$ cat config.mk
export PLATFORM = sky130hd
export DESIGN_NAME = execute
export DESIGN_NICKNAME = d
export VERILOG_FILES = /design/src/rtl/exe_pkg.sv /design/src/rtl/execute_adder.sv /design/src/rtl/execute.sv
export SDC_FILE = /design/constraint.sdc
export NUM_CORES = 1
export LEC_CHECK = 0
export CAP_MARGIN = 40
export CORE_MARGIN = 4
export CORE_UTILIZATION = 44
export CTS_BUF_LIST = sky130_fd_sc_hd__clkbuf_4 sky130_fd_sc_hd__clkbuf_8
export CTS_CLUSTER_DIAMETER = 200
export DETAILED_ROUTE_END_ITERATION = 7
export PLACE_DENSITY = 0.83
export SLEW_MARGIN = 20
export SYNTH_ARGS = -nofsm -noshare
export SYNTH_HDL_FRONTEND = slang
export SYNTH_HIERARCHICAL = 1
export SYNTH_SLANG_ARGS = --single-unit
$ cat constraint.sdc
create_clock -name clk -period 4.4 [get_ports clk]
set_input_delay 0.88 -clock clk [delete_from_list [all_inputs] [get_ports clk]]
set_output_delay 0.88 -clock clk [all_outputs]
set_load 0.02 [all_outputs]
$ cat src/rtl/exe_pkg.sv
`default_nettype none
// +-----------------------------------------------------------------------+
// | Module      : exe_pkg                                                 |
// | Description : Shared constants for the execute block.                 |
// |               EXE_WIDTH - default datapath width in bits.             |
// | Revision    : 1.0 - initial release                                   |
// +-----------------------------------------------------------------------+
package exe_pkg;

  localparam int EXE_WIDTH = 16;

endpackage : exe_pkg
`default_nettype wire

$ cat src/rtl/execute_adder.sv
`default_nettype none
// +-----------------------------------------------------------------------+
// | Module      : execute_adder                                           |
// | Description : Unsigned WIDTH-bit adder producing a (WIDTH+1)-bit      |
// |               result split into sum and carry.                        |
// | Ports       : a, b  (in,  WIDTH) operands                             |
// |               sum   (out, WIDTH) low WIDTH bits of a + b              |
// |               carry (out, 1)     bit WIDTH of a + b                   |
// | Revision    : 1.0 - initial release                                   |
// +-----------------------------------------------------------------------+
module execute_adder
  import exe_pkg::*;
#(
  parameter int WIDTH = EXE_WIDTH
) (
  input  logic [WIDTH-1:0] a,
  input  logic [WIDTH-1:0] b,
  output logic [WIDTH-1:0] sum,
  output logic             carry
);

  // Zero-extend both operands so the carry lands in the extra top bit.
  assign {carry, sum} = {1'b0, a} + {1'b0, b};

endmodule : execute_adder
`default_nettype wire

$ cat src/rtl/execute.sv
`default_nettype none
// +-----------------------------------------------------------------------+
// | Module      : execute                                                 |
// | Description : Add / pass-through stage with combinational outputs     |
// |               and a registered copy plus zero flag.                   |
// | Ports       : clk          (in,  1)     clock, rising edge            |
// |               rst          (in,  1)     synchronous active-high reset |
// |               exe_a        (in,  WIDTH) first operand                 |
// |               exe_b        (in,  WIDTH) second operand / pass value   |
// |               exe_add      (in,  1)     1 = add, 0 = pass exe_b       |
// |               exe_result   (out, WIDTH) combinational result          |
// |               exe_carry    (out, 1)     combinational carry-out       |
// |               exe_result_q (out, WIDTH) registered result             |
// |               exe_carry_q  (out, 1)     registered carry              |
// |               exe_zero_q   (out, 1)     registered result == 0        |
// | Revision    : 1.0 - initial release                                   |
// +-----------------------------------------------------------------------+
module execute
  import exe_pkg::*;
#(
  parameter int WIDTH = EXE_WIDTH
) (
  input  logic             clk,
  input  logic             rst,
  input  logic [WIDTH-1:0] exe_a,
  input  logic [WIDTH-1:0] exe_b,
  input  logic             exe_add,
  output logic [WIDTH-1:0] exe_result,
  output logic             exe_carry,
  output logic [WIDTH-1:0] exe_result_q,
  output logic             exe_carry_q,
  output logic             exe_zero_q
);

  logic [WIDTH-1:0] sum;
  logic             sum_carry;

  execute_adder #(
    .WIDTH (WIDTH)
  ) u_adder (
    .a     (exe_a),
    .b     (exe_b),
    .sum   (sum),
    .carry (sum_carry)
  );

  // Pass-through forces the carry low; exe_a has no effect in that mode.
  always_comb begin
    exe_result = exe_b;
    exe_carry  = 1'b0;
    if (exe_add) begin
      exe_result = sum;
      exe_carry  = sum_carry;
    end
  end

  // Reset value reports a zero result, so the zero flag comes up set.
  always_ff @(posedge clk) begin
    if (rst) begin
      exe_result_q <= '0;
      exe_carry_q  <= 1'b0;
      exe_zero_q   <= 1'b1;
    end else begin
      exe_result_q <= exe_result;
      exe_carry_q  <= exe_carry;
      exe_zero_q   <= (exe_result == '0);
    end
  end

endmodule : execute
`default_nettype wire

==> tab_implementation.tex, run 1 <==
\begin{tabular}{lr}
\hline
Metric & Value \\
\hline
\multicolumn{2}{l}{\textbf{Power and ir drop}} \\
\quad Pwr/cell area & 265.9 nW/um\^{}2 \\
\quad Peak ir drop on the vdd network & 0.0001788 V \\
\quad Static Leak & 1.225 nW \\
\quad Overall Power & about 0.69 mW \\
\multicolumn{2}{l}{\textbf{STA}} \\
\quad Slew at the pin closest to its max-slew limit & 0.5769 ns \\
\quad Final critical-path required period & 4.404 ns \\
\quad RSZ-0062 raised after global routing & yes \\
\quad Max-Slew Margin vs Limit & between 60\% and 70\% \\
\quad Setup violators final & 1 \\
\quad Final-report max-slew violation count & 0 \\
\quad Part of the cycle the worst path needs & 100.1\% \\
\quad Final-report hold violation count & 0 \\
\quad Final setup slack of the worst path & -0.003667 ns \\
\quad Achievable clock frequency & 0.2271 GHz \\
\multicolumn{2}{l}{\textbf{Yosys}} \\
\quad Gate count of the mapped netlist & 185 \\
\quad Count of different cell masters after synthesis & 46 \\
\quad Sequential element share of the synthesized area & 22.61\% \\
\quad Cell area after synthesis & 1594 sq um \\
\quad Share of the synthesized area in the top cell type & 22.61\% \\
\quad Average instance area after synthesis & 8.616 sq um \\
\quad Cells taking the most area after synthesis & sky130\_fd\_sc\_hd\_\_dfxtp\_1, sky130\_fd\_sc\_hd\_\_ha\_1, sky130\_fd\_sc\_hd\_\_mux2i\_1 \\
\quad Share of flip-flops with an asynchronous set or reset after synthesis & 0\% \\
\quad Top cell types by occurrence after synthesis & sky130\_fd\_sc\_hd\_\_dfxtp\_1, sky130\_fd\_sc\_hd\_\_inv\_1, sky130\_fd\_sc\_hd\_\_ha\_1 \\
\quad Cell with the most instances after synthesis & sky130\_fd\_sc\_hd\_\_dfxtp\_1 \\
\quad Number of enable flip-flop cells after synthesis & 0 \\
\quad Biggest area consumer among synthesized cells & sky130\_fd\_sc\_hd\_\_dfxtp\_1 \\
\quad Net Count, Synth & 237 \\
\quad Synth Warn \# & 6 \\
\quad Synthesis-stage register bit count & 18 \\
\quad Top\_reg\_cell synth & sky130\_fd\_sc\_hd\_\_dfxtp\_1 \\
\multicolumn{2}{l}{\textbf{Clock tree}} \\
\quad H-Tree Depth & 1 \\
\quad TritonCTS clock tree & done \\
\quad Clock root buffer & sky130\_fd\_sc\_hd\_\_clkbuf\_4 \\
\quad Clock transition at the register clock pins on the worst setup and hold paths after CTS & 0.11 ns \\
\quad Number of buffers inserted by hold repair at cts & 0 \\
\quad Number of sinks driven by the clock tree & 18 \\
\quad Maximum clock path buffer count & 2 \\
\quad Num CTS Buffers & 3 \\
\multicolumn{2}{l}{\textbf{Cells and area}} \\
\quad Ant diodes & 0 \\
\quad Register Area & 360.3 sq um \\
\quad Total number of nets in the final design & roughly 330 \\
\quad Fillcell total & 233 \\
\quad Core utilization of the finished layout & 75.60\% \\
\quad Fraction of final layout cells sized beyond drive strength 1 & 20.28\% \\
\quad Total area of multi-input combinational cells & 1137 sq um \\
\quad Synth-to-layout area growth & 62.01\% \\
\quad Post-Layout Inst Area & 2582 sq um \\
\multicolumn{2}{l}{\textbf{Worst setup path}} \\
\quad Critical Path Start Type & primary input \\
\quad Max incr delay on CP & 0.43 ns \\
\quad Critical path data required time & $\sim$3.5 ns \\
\quad CP Cell Sequence & clkdlybuf4s50\_1 -> ha\_1 -> fa\_1 -> a21o\_1 -> a221oi\_4 -> buf\_4 -> o21bai\_2 -> nor4\_1 -> a211oi\_1 -> mux2i\_1 -> inv\_1 -> clkdlybuf4s15\_2 \\
\quad Critical path class & in -> out \\
\quad Data arrival time of the critical path & around 3.5 ns \\
\quad Slowest cell on crit path & sky130\_fd\_sc\_hd\_\_clkdlybuf4s50\_1 \\
\quad Family of cells with the greatest summed delay on the critical path & buffers and inverters \\
\quad Category of the worst setup path capture point & output port \\
\quad Worst-path maximum fanout & 3 \\
\quad Worst path bufs/invs & 4 \\
\multicolumn{2}{l}{\textbf{Placed design}} \\
\quad Number of I/O port buffers & 69 \\
\quad Cell area reported after detailed placement & 2510 sq um \\
\quad Global placement routability congestion & $\sim$0.86 \\
\quad Final HPWL from detailed placement & 3915 um \\
\multicolumn{2}{l}{\textbf{Detailed routing}} \\
\quad Routed length per placed instance & 15.23 um \\
\quad Antenna viol nets, final & 0 \\
\quad Via density & 5.416 \\
\quad DRT Wirelength & 4979 um \\
\quad Vias after detailed routing & approximately 1800 \\
\quad Number of violations reported at the end of detailed-routing iteration 0 & 84 \\
\quad Initial DRT Pass Iterations & 4 \\
\quad DRC violations left & 0 \\
\multicolumn{2}{l}{\textbf{Flow run}} \\
\quad Max-cap check violation count & 0 \\
\multicolumn{2}{l}{\textbf{Global routing}} \\
\quad Number of global-route vias before repair & 1669 \\
\quad Global-route wire length before repair & 7362 um \\
\quad Initial antenna violation count & 0 \\
\quad Remaining Overflow, GRT & 0 \\
\quad Overall global routing resource usage & just over 20\% \\
\quad Maximum number of pins on one net before global-route repair & 20 \\
\multicolumn{2}{l}{\textbf{Floorplanning}} \\
\quad Chip height & 68.19 um \\
\quad Floorplan row count & 21 \\
\quad Placeable Area & 3416 sq um \\
\quad Floorplan die area & 4650 sq um \\
\quad Initial core utilization & a little under half \\
\quad Number of top-level pins & 70 \\
\quad Die extent in x & 68.19 um \\
\multicolumn{2}{l}{\textbf{Run status}} \\
\quad Violations in the final reports & setup timing \\
\quad Status & finished, violations left \\
\multicolumn{2}{l}{\textbf{Worst hold path}} \\
\quad Worst min-delay path category & in -> reg \\
\hline
\end{tabular}
==> where the power goes <==
part	switching, mW	internal, mW	total [mW]	leakage [nW]
logic	0.200	0.200	0.400	1.05
clock network	0.0523	0.0505	0.103	0.0210
registers	0.00420	0.179	0.184	0.150
==> repair_timing <==
action | in CTS | in global routing
gates cloned | 0 | 0
pin swaps | 0 | 2
gates resized for setup | 15 | 9
setup buffers | 1 | 2
endpoints found under the setup margin | 10 | 7
==> through the flow <==
stage                     instances  setup TNS [ns]  hold WS, ns  setup slack (ns)
after floorplan                 185               0       0.9524            0.7592
after global placement          320         -0.7762        1.587           -0.1883
after detailed placement        320          -1.403        1.611           -0.2726
after CTS                       325               0        1.301         0.0006384
after global routing            327         -0.3062        1.320           -0.1085
final                           327       -0.003667        1.302         -0.003667
==> flip-flops by register name (all words and copies together), names as in the netlist <==
signal and count:
exe_carry_q 1, exe_result_q 16, exe_zero_q 1
==> area by class of cell <==
cell class / count / area share, %
multi-input cells: 139 / 44.04
well taps: 46 / 2.229
clock buffers: 4 / 1.405
repair buffers: 103 / 35.90
flip-flops and latches: 18 / 13.95
inverters: 17 / 2.471
==> tightest hold or removal path, delay by kind of cell <==
kind | cells | cell delay [ns]
AND/OR/NAND/NOR | 1 | 0.10
buffers and inverters | 1 | 0.48
multiplexers | 1 | 0.11
==> cells by family after synthesis <==
| kind of cell | count (synthesis) | synth area share [%] |
|---|---|---|
| compound gates | 46 | 23.00 |
| xor+xnor | 10 | 5.494 |
| fa+ha+maj | 17 | 13.81 |
| buf+inv | 28 | 8.085 |
| flops | 18 | 22.61 |
| mux | 16 | 10.36 |
| simple gates | 50 | 16.64 |
==> final timing paths <==
check	from	endpoint	slack, ns	cells after the start
setup / recovery	exe_b[0]	exe_result[10]	-0.004	12
hold / removal	exe_b[3]	exe_result_q[3]$_SDFF_PP0_	1.30	3
==> layout by cell type (no fill, tap or decap), drive strengths merged, types with 3 or more instances in the layout <==
master,n
mux2i,12
ha,16
a21oi,8
clkdlybuf4s50,58
nor2,15
clkbuf,7
xnor2,6
dfxtp,18
nor3,3
nand2,4
buf,34
nand4,5
nor4,3
o211ai,3
nand3,3
xor2,4
mux2,4
inv,17
dlygate4sd2,6
a21o,9
and2,7
o21ai,5
and3,4
a211oi,4
==> metal layers <==
layer | part of all wire [%] | routed length [um] | global-route usage, %
met1 | 42 | 2080 | 23.96
met2 | 49 | 2456 | 37.55
met3 | 7.4 | 369 | 5.583
met4 | 1.5 | 74 | 4.218
met5 | 0 | 0 | 0
Power figures use the tool's default switching activity.
==> inputs of run 2 (changes only) <==
Settings changed: ABC_AREA set to 1, CORE_UTILIZATION 44 to 46, PLACE_DENSITY 0.83 to not set, PLACE_DENSITY_LB_ADDON set to 0.25.
==> tab_implementation.tex, run 2 <==
\begin{tabular}{lr}
\hline
Metric & Value \\
\hline
\multicolumn{2}{l}{\textbf{STA}} \\
\quad Final-report hold violation count & 0 (unchanged) \\
\quad RSZ-0062 raised after global routing & no \\
\quad Part of the cycle the worst path needs & 95.89\% (-4.2 points) \\
\quad Final critical-path required period & 4.219 ns (-0.1847 ns) \\
\quad Final-report max-slew violation count & 0 (unchanged) \\
\quad Aggregate negative setup slack & 0 ns (+0.003667 ns) \\
\quad Setup violators final & 0 (-1) \\
\quad Max-Slew Margin vs Limit & 54.57\% (-6.0 points) \\
\quad Slew at the pin closest to its max-slew limit & 0.6793 ns (+0.1024 ns) \\
\quad Achievable clock frequency & 0.2370 GHz (+4.4\%) \\
\multicolumn{2}{l}{\textbf{Worst setup path}} \\
\quad Category of the worst setup path capture point & output port \\
\quad Slowest cell on crit path & sky130\_fd\_sc\_hd\_\_clkdlybuf4s50\_1 \\
\quad Worst-path maximum fanout & 3 (unchanged) \\
\quad Family of cells with the greatest summed delay on the critical path & buffers and inverters \\
\quad Worst path bufs/invs & 2 (-2) \\
\quad CP Cell Sequence & clkdlybuf4s50\_1 -> ha\_1 -> fa\_1 -> nand2\_1 -> nand2\_1 -> nand3b\_1 -> nand2\_1 -> nand2\_1 -> nand3\_1 -> nand2\_1 -> nand2\_1 -> nand2\_4 -> clkdlybuf4s50\_1 \\
\quad Critical path data required time & 3.52 ns (about the same) \\
\quad Critical Path Start Type & primary input \\
\quad Critical path class & in -> out \\
\quad Max incr delay on CP & 0.60 ns (+0.17 ns) \\
\quad Data arrival time of the critical path & 3.34 ns (-0.18 ns) \\
\quad Dominant cell type by count on the critical path & sky130\_fd\_sc\_hd\_\_nand2\_1 \\
\multicolumn{2}{l}{\textbf{Yosys}} \\
\quad Share of the synthesized area in the top cell type & 22.94\% (+0.33 points) \\
\quad Share of flip-flops with an asynchronous set or reset after synthesis & 0\% (unchanged) \\
\quad Cells taking the most area after synthesis & sky130\_fd\_sc\_hd\_\_nand2\_1, sky130\_fd\_sc\_hd\_\_dfxtp\_1, sky130\_fd\_sc\_hd\_\_ha\_1 \\
\quad Net Count, Synth & 345 (+46\%) \\
\quad Xor-xnor portion of the synthesized cell area & 3.345\% (-2.1 points) \\
\quad Cell area after synthesis & 1833 sq um (+15\%) \\
\quad Top cell types by occurrence after synthesis & sky130\_fd\_sc\_hd\_\_nand2\_1, sky130\_fd\_sc\_hd\_\_inv\_1, sky130\_fd\_sc\_hd\_\_a21oi\_1 \\
\quad Synthesis-stage register bit count & 18 (unchanged) \\
\quad Top\_reg\_cell synth & sky130\_fd\_sc\_hd\_\_dfxtp\_1 \\
\quad Average instance area after synthesis & 6.256 sq um (-27\%) \\
\quad Adder-Cell Fraction of Synth Area & 12.01\% (-1.8 points) \\
\quad Number of enable flip-flop cells after synthesis & 0 (unchanged) \\
\quad Largest family of logic cells by synthesized area & simple AND/OR/NAND/NOR gates \\
\quad Sequential element share of the synthesized area & 19.66\% (-2.9 points) \\
\quad Synth Warn \# & 6 (unchanged) \\
\quad Post-synthesis simple-gate area fraction & 47.65\% (+31 points) \\
\quad Compound-Gate Fraction of Synth Area & 6.416\% (-17 points) \\
\quad Biggest area consumer among synthesized cells & sky130\_fd\_sc\_hd\_\_nand2\_1 \\
\quad Gate count of the mapped netlist & 293 (+58\%) \\
\quad Cell with the most instances after synthesis & sky130\_fd\_sc\_hd\_\_nand2\_1 \\
\quad Proportion of synthesized area in mux cells & 0\% (-10 points) \\
\quad Count of different cell masters after synthesis & 27 (-41\%) \\
\multicolumn{2}{l}{\textbf{Detailed routing}} \\
\quad Number of violations reported at the end of detailed-routing iteration 0 & 81 (-3.6\%) \\
\quad Vias after detailed routing & 1966 (+11\%) \\
\quad Via density & 4.795 (-11\%) \\
\quad Initial DRT Pass Iterations & 4 (unchanged) \\
\quad DRT Wirelength & 4815 um (-3.3\%) \\
\quad Antenna viol nets, final & 0 (unchanged) \\
\quad DRC violations left & 0 (unchanged) \\
\quad Routed length per placed instance & 11.74 um (-23\%) \\
\multicolumn{2}{l}{\textbf{Global routing}} \\
\quad Initial antenna violation count & 0 (unchanged) \\
\quad Global-route wire length before repair & 8017 um (+8.9\%) \\
\quad Met2 routing resource usage after global routing & 32.96\% (-4.6 points) \\
\quad Maximum number of pins on one net before global-route repair & 19 (-5.0\%) \\
\quad Layer with the highest usage after global routing & met2 \\
\quad Overall global routing resource usage & 19.20\% (-1.4 points) \\
\quad Met3 usage in global routing & 1.705\% (-3.9 points) \\
\quad Remaining Overflow, GRT & 0 (unchanged) \\
\quad M1 GR Usage & 25.72\% (+1.8 points) \\
\quad Number of global-route vias before repair & 1831 (+9.7\%) \\
\multicolumn{2}{l}{\textbf{Cells and area}} \\
\quad Total area of multi-input combinational cells & 1272 sq um (+12\%) \\
\quad Fraction of final layout cells sized beyond drive strength 1 & 13.54\% (-6.7 points) \\
\quad Fillcell total & 355 (+52\%) \\
\quad Total number of nets in the final design & 415 (+24\%) \\
\quad Register bank with the most flops & exe\_result\_q \\
\quad Final non-filler cell total & 410 (+25\%) \\
\quad Most frequent standard cell in the layout excluding fill and tap cells & sky130\_fd\_sc\_hd\_\_nand2\_1 \\
\quad Number of flip-flops in the largest register & 16 (unchanged) \\
\quad Post-Layout Inst Area & 2603 sq um (+0.78\%) \\
\quad Ant diodes & 0 (unchanged) \\
\quad Synth-to-layout area growth & 41.98\% \\
\quad Register Area & 360.3 sq um (unchanged) \\
\quad Core utilization of the finished layout & 69.52\% (-6.1 points) \\
\quad Most used cells in the layout excluding fill and tap cells & sky130\_fd\_sc\_hd\_\_nand2\_1, sky130\_fd\_sc\_hd\_\_clkdlybuf4s50\_1, sky130\_fd\_sc\_hd\_\_inv\_1 \\
\quad Biggest registers after layout & exe\_result\_q: 16 flops, exe\_carry\_q: 1 flops, exe\_zero\_q: 1 flops \\
\multicolumn{2}{l}{\textbf{Flow run}} \\
\quad Max-cap check violation count & 0 (unchanged) \\
\multicolumn{2}{l}{\textbf{Floorplanning}} \\
\quad Floorplan row count & 22 (+4.8\%) \\
\quad Placeable Area & 3744 sq um (+9.6\%) \\
\quad Die extent in x & 71.13 um (+4.3\%) \\
\quad Initial core utilization & 48.96\% (+2.3 points) \\
\quad Chip height & 71.13 um (+4.3\%) \\
\quad Floorplan die area & 5059 sq um (+8.8\%) \\
\quad Number of top-level pins & 70 (unchanged) \\
\multicolumn{2}{l}{\textbf{Clock tree}} \\
\quad H-Tree Depth & 1 (unchanged) \\
\quad Clock transition at the register clock pins on the worst setup and hold paths after CTS & 0.07 ns (-0.04 ns) \\
\quad Number of buffers inserted by hold repair at cts & 0 (unchanged) \\
\quad TritonCTS clock tree & done \\
\quad Number of post-CTS setup repair buffers & 0 (-1) \\
\quad Resized cells post-CTS & 0 (-15) \\
\quad Number of sinks driven by the clock tree & 18 (unchanged) \\
\quad Clock root buffer & sky130\_fd\_sc\_hd\_\_clkbuf\_8 \\
\quad Maximum clock path buffer count & 2 (unchanged) \\
\quad Num CTS Buffers & 3 (unchanged) \\
\multicolumn{2}{l}{\textbf{Worst hold path}} \\
\quad Hold Crit Start & exe\_b[3] \\
\quad Hold EP & exe\_result\_q[3]\$\_SDFF\_PP0\_ \\
\quad Worst min-delay path category & in -> reg \\
\quad Worst hold stages & 3 (unchanged) \\
\multicolumn{2}{l}{\textbf{Placed design}} \\
\quad Number of I/O port buffers & 69 (unchanged) \\
\quad Final HPWL from detailed placement & 4092 um (+4.5\%) \\
\quad Cell area reported after detailed placement & 2547 sq um (+1.5\%) \\
\quad Number of cells in the design after placement & 406 (+27\%) \\
\quad Global placement routability congestion & 0.8965 (+3.7\%) \\
\multicolumn{2}{l}{\textbf{Power and ir drop}} \\
\quad Pwr/cell area & 254.1 nW/um\^{}2 (-4.4\%) \\
\quad Peak ir drop on the vdd network & 0.0001243 V (-30\%) \\
\quad Static Leak & 1.359 nW (+11\%) \\
\quad Overall Power & 0.6613 mW (-3.7\%) \\
\multicolumn{2}{l}{\textbf{Run status}} \\
\quad Status & finished clean \\
\hline
\end{tabular}
run 2: report_power, final:
group	switching [mW]	total, mW	internal [mW]
sequential	0.00321	0.180	0.177
combinational	0.195	0.348	0.153
clock	0.0535	0.133	0.0794
total	0.251	0.661	0.410
run 2: cell type report:
type	instances	share of cell area [%]
Tap cell	48	2.308
Multi-Input combinational cell	229	48.89
Timing Repair Buffer	70	26.83
Inverter	41	6.010
Clock buffer	4	2.115
Sequential cell	18	13.85
run 2: through the flow:
stage / setup WS, ns / hold slack [ns]
2_1_floorplan: 1.337 / 1.028
3_3_place_gp: 0.2456 / 1.517
3_5_place_dp: 0.2001 / 1.524
4_1_cts: 0.1889 / 1.257
5_1_grt: 0.03721 / 1.270
6_report: 0.1810 / 1.261
run 2: cells by family (layout without fill, tap and decap cells):
kind of cell | Yosys count | in the layout
xor+xnor | 7 | 7
buf+inv | 46 | 115
simple gates | 182 | 182
compound gates | 23 | 23
flops | 18 | 18
fa+ha+maj | 17 | 17
run 2: worst max-delay path by stage:
stage / slack (ns) / to / cells after the start / startpoint
floorplan: 1.34 / exe_result[8] / 10 / exe_a[0]
global placement: 0.25 / exe_result[14] / 13 / exe_b[0]
detailed placement: 0.20 / exe_result[14] / 13 / exe_b[0]
CTS: 0.19 / exe_result[14] / 13 / exe_b[0]
global route: 0.04 / exe_result[14] / 13 / exe_b[0]
finish: 0.18 / exe_result[14] / 13 / exe_b[0]
run 2: tightest hold or removal path, cell delays in order:
cell and delay, ns:
sky130_fd_sc_hd__clkdlybuf4s50_1 0.42, sky130_fd_sc_hd__nand2_1 0.09, sky130_fd_sc_hd__a21oi_1 0.07
run 2: layer usage:
metal / routed length (um) / part of all wire [%]
met3: 259 / 5.4
met1: 2217 / 46
met5: 0 / 0
met2: 2289 / 48
met4: 48 / 1.0
==> inputs of run 3 (changes only) <==
Settings changed: CORE_MARGIN 4 to not set, CORE_UTILIZATION 46 to 45, SYNTH_HIERARCHICAL 1 to not set.
==> tab_implementation.tex, run 3 <==
\begin{tabular}{lr}
\hline
Metric & Value \\
\hline
\multicolumn{2}{l}{\textbf{Run status}} \\
\quad Status & finished clean \\
\multicolumn{2}{l}{\textbf{Power and ir drop}} \\
\quad Pwr/cell area & 250.4 nW/um\^{}2 (-1.4\%) \\
\quad NetSw & 0.2319 mW (-7.8\%) \\
\quad Static Leak & 1.346 nW (-0.97\%) \\
\quad Switching share of total power & 36.88\% (-1.1 points) \\
\quad Clk pwr share & 20.9\% (+0.8 points) \\
\quad Peak ir drop on the vdd network & 0.0001266 V (+1.8\%) \\
\quad Share of power burned in combinational logic & 50.4\% (-2.2 points) \\
\quad Overall Power & 0.6286 mW (-4.9\%) \\
\quad Flop pwr share & 28.7\% (+1.5 points) \\
\quad Internal Pwr Total & 0.3967 mW (-3.2\%) \\
\multicolumn{2}{l}{\textbf{Clock tree}} \\
\quad Clock root buffer & sky130\_fd\_sc\_hd\_\_clkbuf\_8 \\
\quad Number of post-CTS setup repair buffers & 0 (unchanged) \\
\quad H-Tree Depth & 1 (unchanged) \\
\quad Number of sinks driven by the clock tree & 18 (unchanged) \\
\quad Num CTS Buffers & 3 (unchanged) \\
\quad Clock transition at the register clock pins on the worst setup and hold paths after CTS & 0.06 ns (about the same) \\
\quad Maximum clock path buffer count & 2 (unchanged) \\
\quad TritonCTS clock tree & done \\
\multicolumn{2}{l}{\textbf{Cells and area}} \\
\quad Final non-filler cell total & 415 (+1.2\%) \\
\quad Synth-to-layout area growth & 48.81\% \\
\quad Biggest registers after layout & exe\_result\_q: 16 flops, exe\_carry\_q: 1 flops, exe\_zero\_q: 1 flops \\
\quad Number of flip-flops in the largest register & 16 (unchanged) \\
\quad Fraction of final layout cells sized beyond drive strength 1 & 4.065\% (-9.5 points) \\
\quad Ant diodes & 0 (unchanged) \\
\quad Most frequent standard cell in the layout excluding fill and tap cells & sky130\_fd\_sc\_hd\_\_nand2\_1 \\
\quad Total number of nets in the final design & 422 (+1.7\%) \\
\quad Most used cells in the layout excluding fill and tap cells & sky130\_fd\_sc\_hd\_\_nand2\_1, sky130\_fd\_sc\_hd\_\_clkdlybuf4s50\_1, sky130\_fd\_sc\_hd\_\_inv\_1 \\
\quad Register bank with the most flops & exe\_result\_q \\
\multicolumn{2}{l}{\textbf{STA}} \\
\quad Final critical-path required period & 4.192 ns (-0.02736 ns) \\
\quad Setup violators final & 0 (unchanged) \\
\quad Max-Slew Margin vs Limit & 59.45\% (+4.9 points) \\
\quad Final worst hold slack & 1.264 ns (+0.002910 ns) \\
\quad Final setup slack of the worst path & 0.2084 ns (+0.02737 ns) \\
\quad Achievable clock frequency & 0.2386 GHz (+0.65\%) \\
\quad Aggregate negative setup slack & 0 ns (unchanged) \\
\quad Slew at the pin closest to its max-slew limit & 0.6064 ns (-0.07290 ns) \\
\quad RSZ-0062 raised after global routing & no \\
\quad Final-report max-slew violation count & 0 (unchanged) \\
\quad Part of the cycle the worst path needs & 95.26\% (-0.62 points) \\
\quad Final-report hold violation count & 0 (unchanged) \\
\multicolumn{2}{l}{\textbf{Floorplanning}} \\
\quad Floorplan die area & 3997 sq um (-21\%) \\
\quad Floorplan row count & 21 (-4.5\%) \\
\quad Chip height & 63.22 um (-11\%) \\
\quad Placeable Area & 3468 sq um (-7.4\%) \\
\quad Number of top-level pins & 70 (unchanged) \\
\quad Die extent in x & 63.22 um (-11\%) \\
\quad Initial core utilization & 48.63\% (-0.33 points) \\
\multicolumn{2}{l}{\textbf{Yosys}} \\
\quad Cells taking the most area after synthesis & sky130\_fd\_sc\_hd\_\_dfxtp\_1, sky130\_fd\_sc\_hd\_\_nand2\_1, sky130\_fd\_sc\_hd\_\_ha\_1 \\
\quad Net Count, Synth & 348 (+0.87\%) \\
\quad Synthesis-stage register bit count & 18 (unchanged) \\
\quad Top\_reg\_cell synth & sky130\_fd\_sc\_hd\_\_dfxtp\_1 \\
\quad Cell area after synthesis & 1687 sq um (-8.0\%) \\
\quad Number of enable flip-flop cells after synthesis & 0 (unchanged) \\
\quad Synth Warn \# & 0 (-6) \\
\quad Share of flip-flops with an asynchronous set or reset after synthesis & 0\% (unchanged) \\
\quad Sequential element share of the synthesized area & 21.36\% (+1.7 points) \\
\quad Average instance area after synthesis & 5.698 sq um (-8.9\%) \\
\quad Top cell types by occurrence after synthesis & sky130\_fd\_sc\_hd\_\_nand2\_1, sky130\_fd\_sc\_hd\_\_inv\_1, sky130\_fd\_sc\_hd\_\_nand3\_1 \\
\quad Count of different cell masters after synthesis & 23 (-15\%) \\
\quad Share of the synthesized area in the top cell type & 21.36\% (-1.6 points) \\
\quad Gate count of the mapped netlist & 296 (+1.0\%) \\
\quad Cell with the most instances after synthesis & sky130\_fd\_sc\_hd\_\_nand2\_1 \\
\quad Biggest area consumer among synthesized cells & sky130\_fd\_sc\_hd\_\_dfxtp\_1 \\
\multicolumn{2}{l}{\textbf{Global routing}} \\
\quad Maximum number of pins on one net before global-route repair & 19 (unchanged) \\
\quad Remaining Overflow, GRT & 0 (unchanged) \\
\quad Initial antenna violation count & 0 (unchanged) \\
\quad Overall global routing resource usage & 24.96\% (+5.8 points) \\
\quad Global-route wire length before repair & 8004 um (-0.16\%) \\
\quad Number of global-route vias before repair & 1779 (-2.8\%) \\
\multicolumn{2}{l}{\textbf{Detailed routing}} \\
\quad Via density & 4.928 (+2.8\%) \\
\quad Vias after detailed routing & 2045 (+4.0\%) \\
\quad Number of violations reported at the end of detailed-routing iteration 0 & 101 (+25\%) \\
\quad DRT Wirelength & 4741 um (-1.5\%) \\
\quad DRC violations left & 0 (unchanged) \\
\quad Antenna viol nets, final & 0 (unchanged) \\
\quad Routed length per placed instance & 11.42 um (-2.7\%) \\
\quad Initial DRT Pass Iterations & 4 (unchanged) \\
\multicolumn{2}{l}{\textbf{Worst hold path}} \\
\quad Worst hold stages & 3 (unchanged) \\
\quad Worst min-delay path category & in -> reg \\
\multicolumn{2}{l}{\textbf{Worst setup path}} \\
\quad Worst-path maximum fanout & 3 (unchanged) \\
\quad Critical Path Start Type & primary input \\
\quad Startpoint of the worst setup timing path & exe\_b[0] \\
\quad Data arrival time of the critical path & 3.31 ns (-0.03 ns) \\
\quad Endpoint of the worst setup timing path & exe\_result[8] \\
\quad Critical path class & in -> out \\
\quad Category of the worst setup path capture point & output port \\
\quad Critical path data required time & 3.52 ns (about the same) \\
\multicolumn{2}{l}{\textbf{Flow run}} \\
\quad Max-cap check violation count & 0 (unchanged) \\
\multicolumn{2}{l}{\textbf{Placed design}} \\
\quad Final HPWL from detailed placement & 4046 um (-1.1\%) \\
\quad Number of I/O port buffers & 69 (unchanged) \\
\quad Place WS & -0.08491 ns (-0.2850 ns) \\
\quad Number of cells in the design after placement & 411 (+1.2\%) \\
\quad Global placement routability congestion & 0.9325 (+4.0\%) \\
\hline
\end{tabular}
run 3: cell types whose count changed after synthesis, sizes merged, moves of 6 or more:
cell   delta
nand2    -50
nand3    +29
inv      +16
nor2      +8
or2       +7
a21oi     -6
o21ai     +6
xor2      -6
run 3: timing repair:
item                       4_1_cts  5_1_grt
gates resized for setup          1        4
setup endpoints to repair        1        4
hold buffers                     0        0
run 3: cell families (layout without fill, tap and decap cells):
logic type	after synthesis	count (layout)	synth area share [%]
buf+inv	61	134	13.72
fa+ha+maj	17	17	13.06
simple gates	176	176	44.44
flops	18	18	21.37
compound gates	24	24	7.419
run 3: critical path, cell delays in order:
cell and delay [ns]:
sky130_fd_sc_hd__clkdlybuf4s50_1 0.48, sky130_fd_sc_hd__ha_1 0.17, sky130_fd_sc_hd__inv_1 0.05, sky130_fd_sc_hd__fa_1 0.38, sky130_fd_sc_hd__inv_1 0.09, sky130_fd_sc_hd__nand2_1 0.08, sky130_fd_sc_hd__nand2_1 0.10, sky130_fd_sc_hd__buf_4 0.12
sky130_fd_sc_hd__nand3_1 0.08, sky130_fd_sc_hd__nand3_1 0.09, sky130_fd_sc_hd__nand3_1 0.09, sky130_fd_sc_hd__nand2_1 0.08, sky130_fd_sc_hd__clkdlybuf4s50_1 0.61
run 3: layout make-up:
type                    instances  area [sq um]
clock buffers                   4         55.05
fillers                       313         958.4
inverters                      57         214.0
multi-input cells             217          1095
flip-flops and latches         18         360.3
well taps                      46         57.56
repair buffers                 73         728.2
run 3: how the worst min path moves through the flow:
stage | startpoint | to
6_report | exe_b[5] | exe_result_q[5]$_SDFF_PP0_
5_1_grt | exe_b[14] | exe_result_q[14]$_SDFF_PP0_
4_1_cts | exe_b[5] | exe_result_q[5]$_SDFF_PP0_
3_5_place_dp | exe_b[5] | exe_result_q[5]$_SDFF_PP0_
3_3_place_gp | exe_b[5] | exe_result_q[5]$_SDFF_PP0_
2_1_floorplan | exe_b[0] | exe_result_q[0]$_SDFF_PP0_
run 3: metal layers:
layer	share of wire (%)	vias to the layer above	track usage, %	wire length [um]
met5	0	-	0	0
met1	48	899	33.11	2267
li1	-	1073	-	-
met4	1.1	0	6.818	51
met3	4.4	4	1.449	209
met2	47	69	43.41	2212
run 3: stage by stage:
step / utilization [%] / instance area [sq um]
floorplan: - / 1687
global placement: 70.56 / 2447
detailed placement: 70.56 / 2447
CTS: 72.11 / 2501
global route: 72.37 / 2510
finish: 72.37 / 2510
run 3: power groups by stage:
stage | registers [mW] | clock network, mW | logic, mW
3_3_place_gp | 0.183 | 0 | 0.309
2_1_floorplan | 0.202 | 0 | 0.164
5_1_grt | 0.182 | 0.143 | 0.349
6_report | 0.180 | 0.132 | 0.317
4_1_cts | 0.181 | 0.133 | 0.316
3_5_place_dp | 0.184 | 0 | 0.315
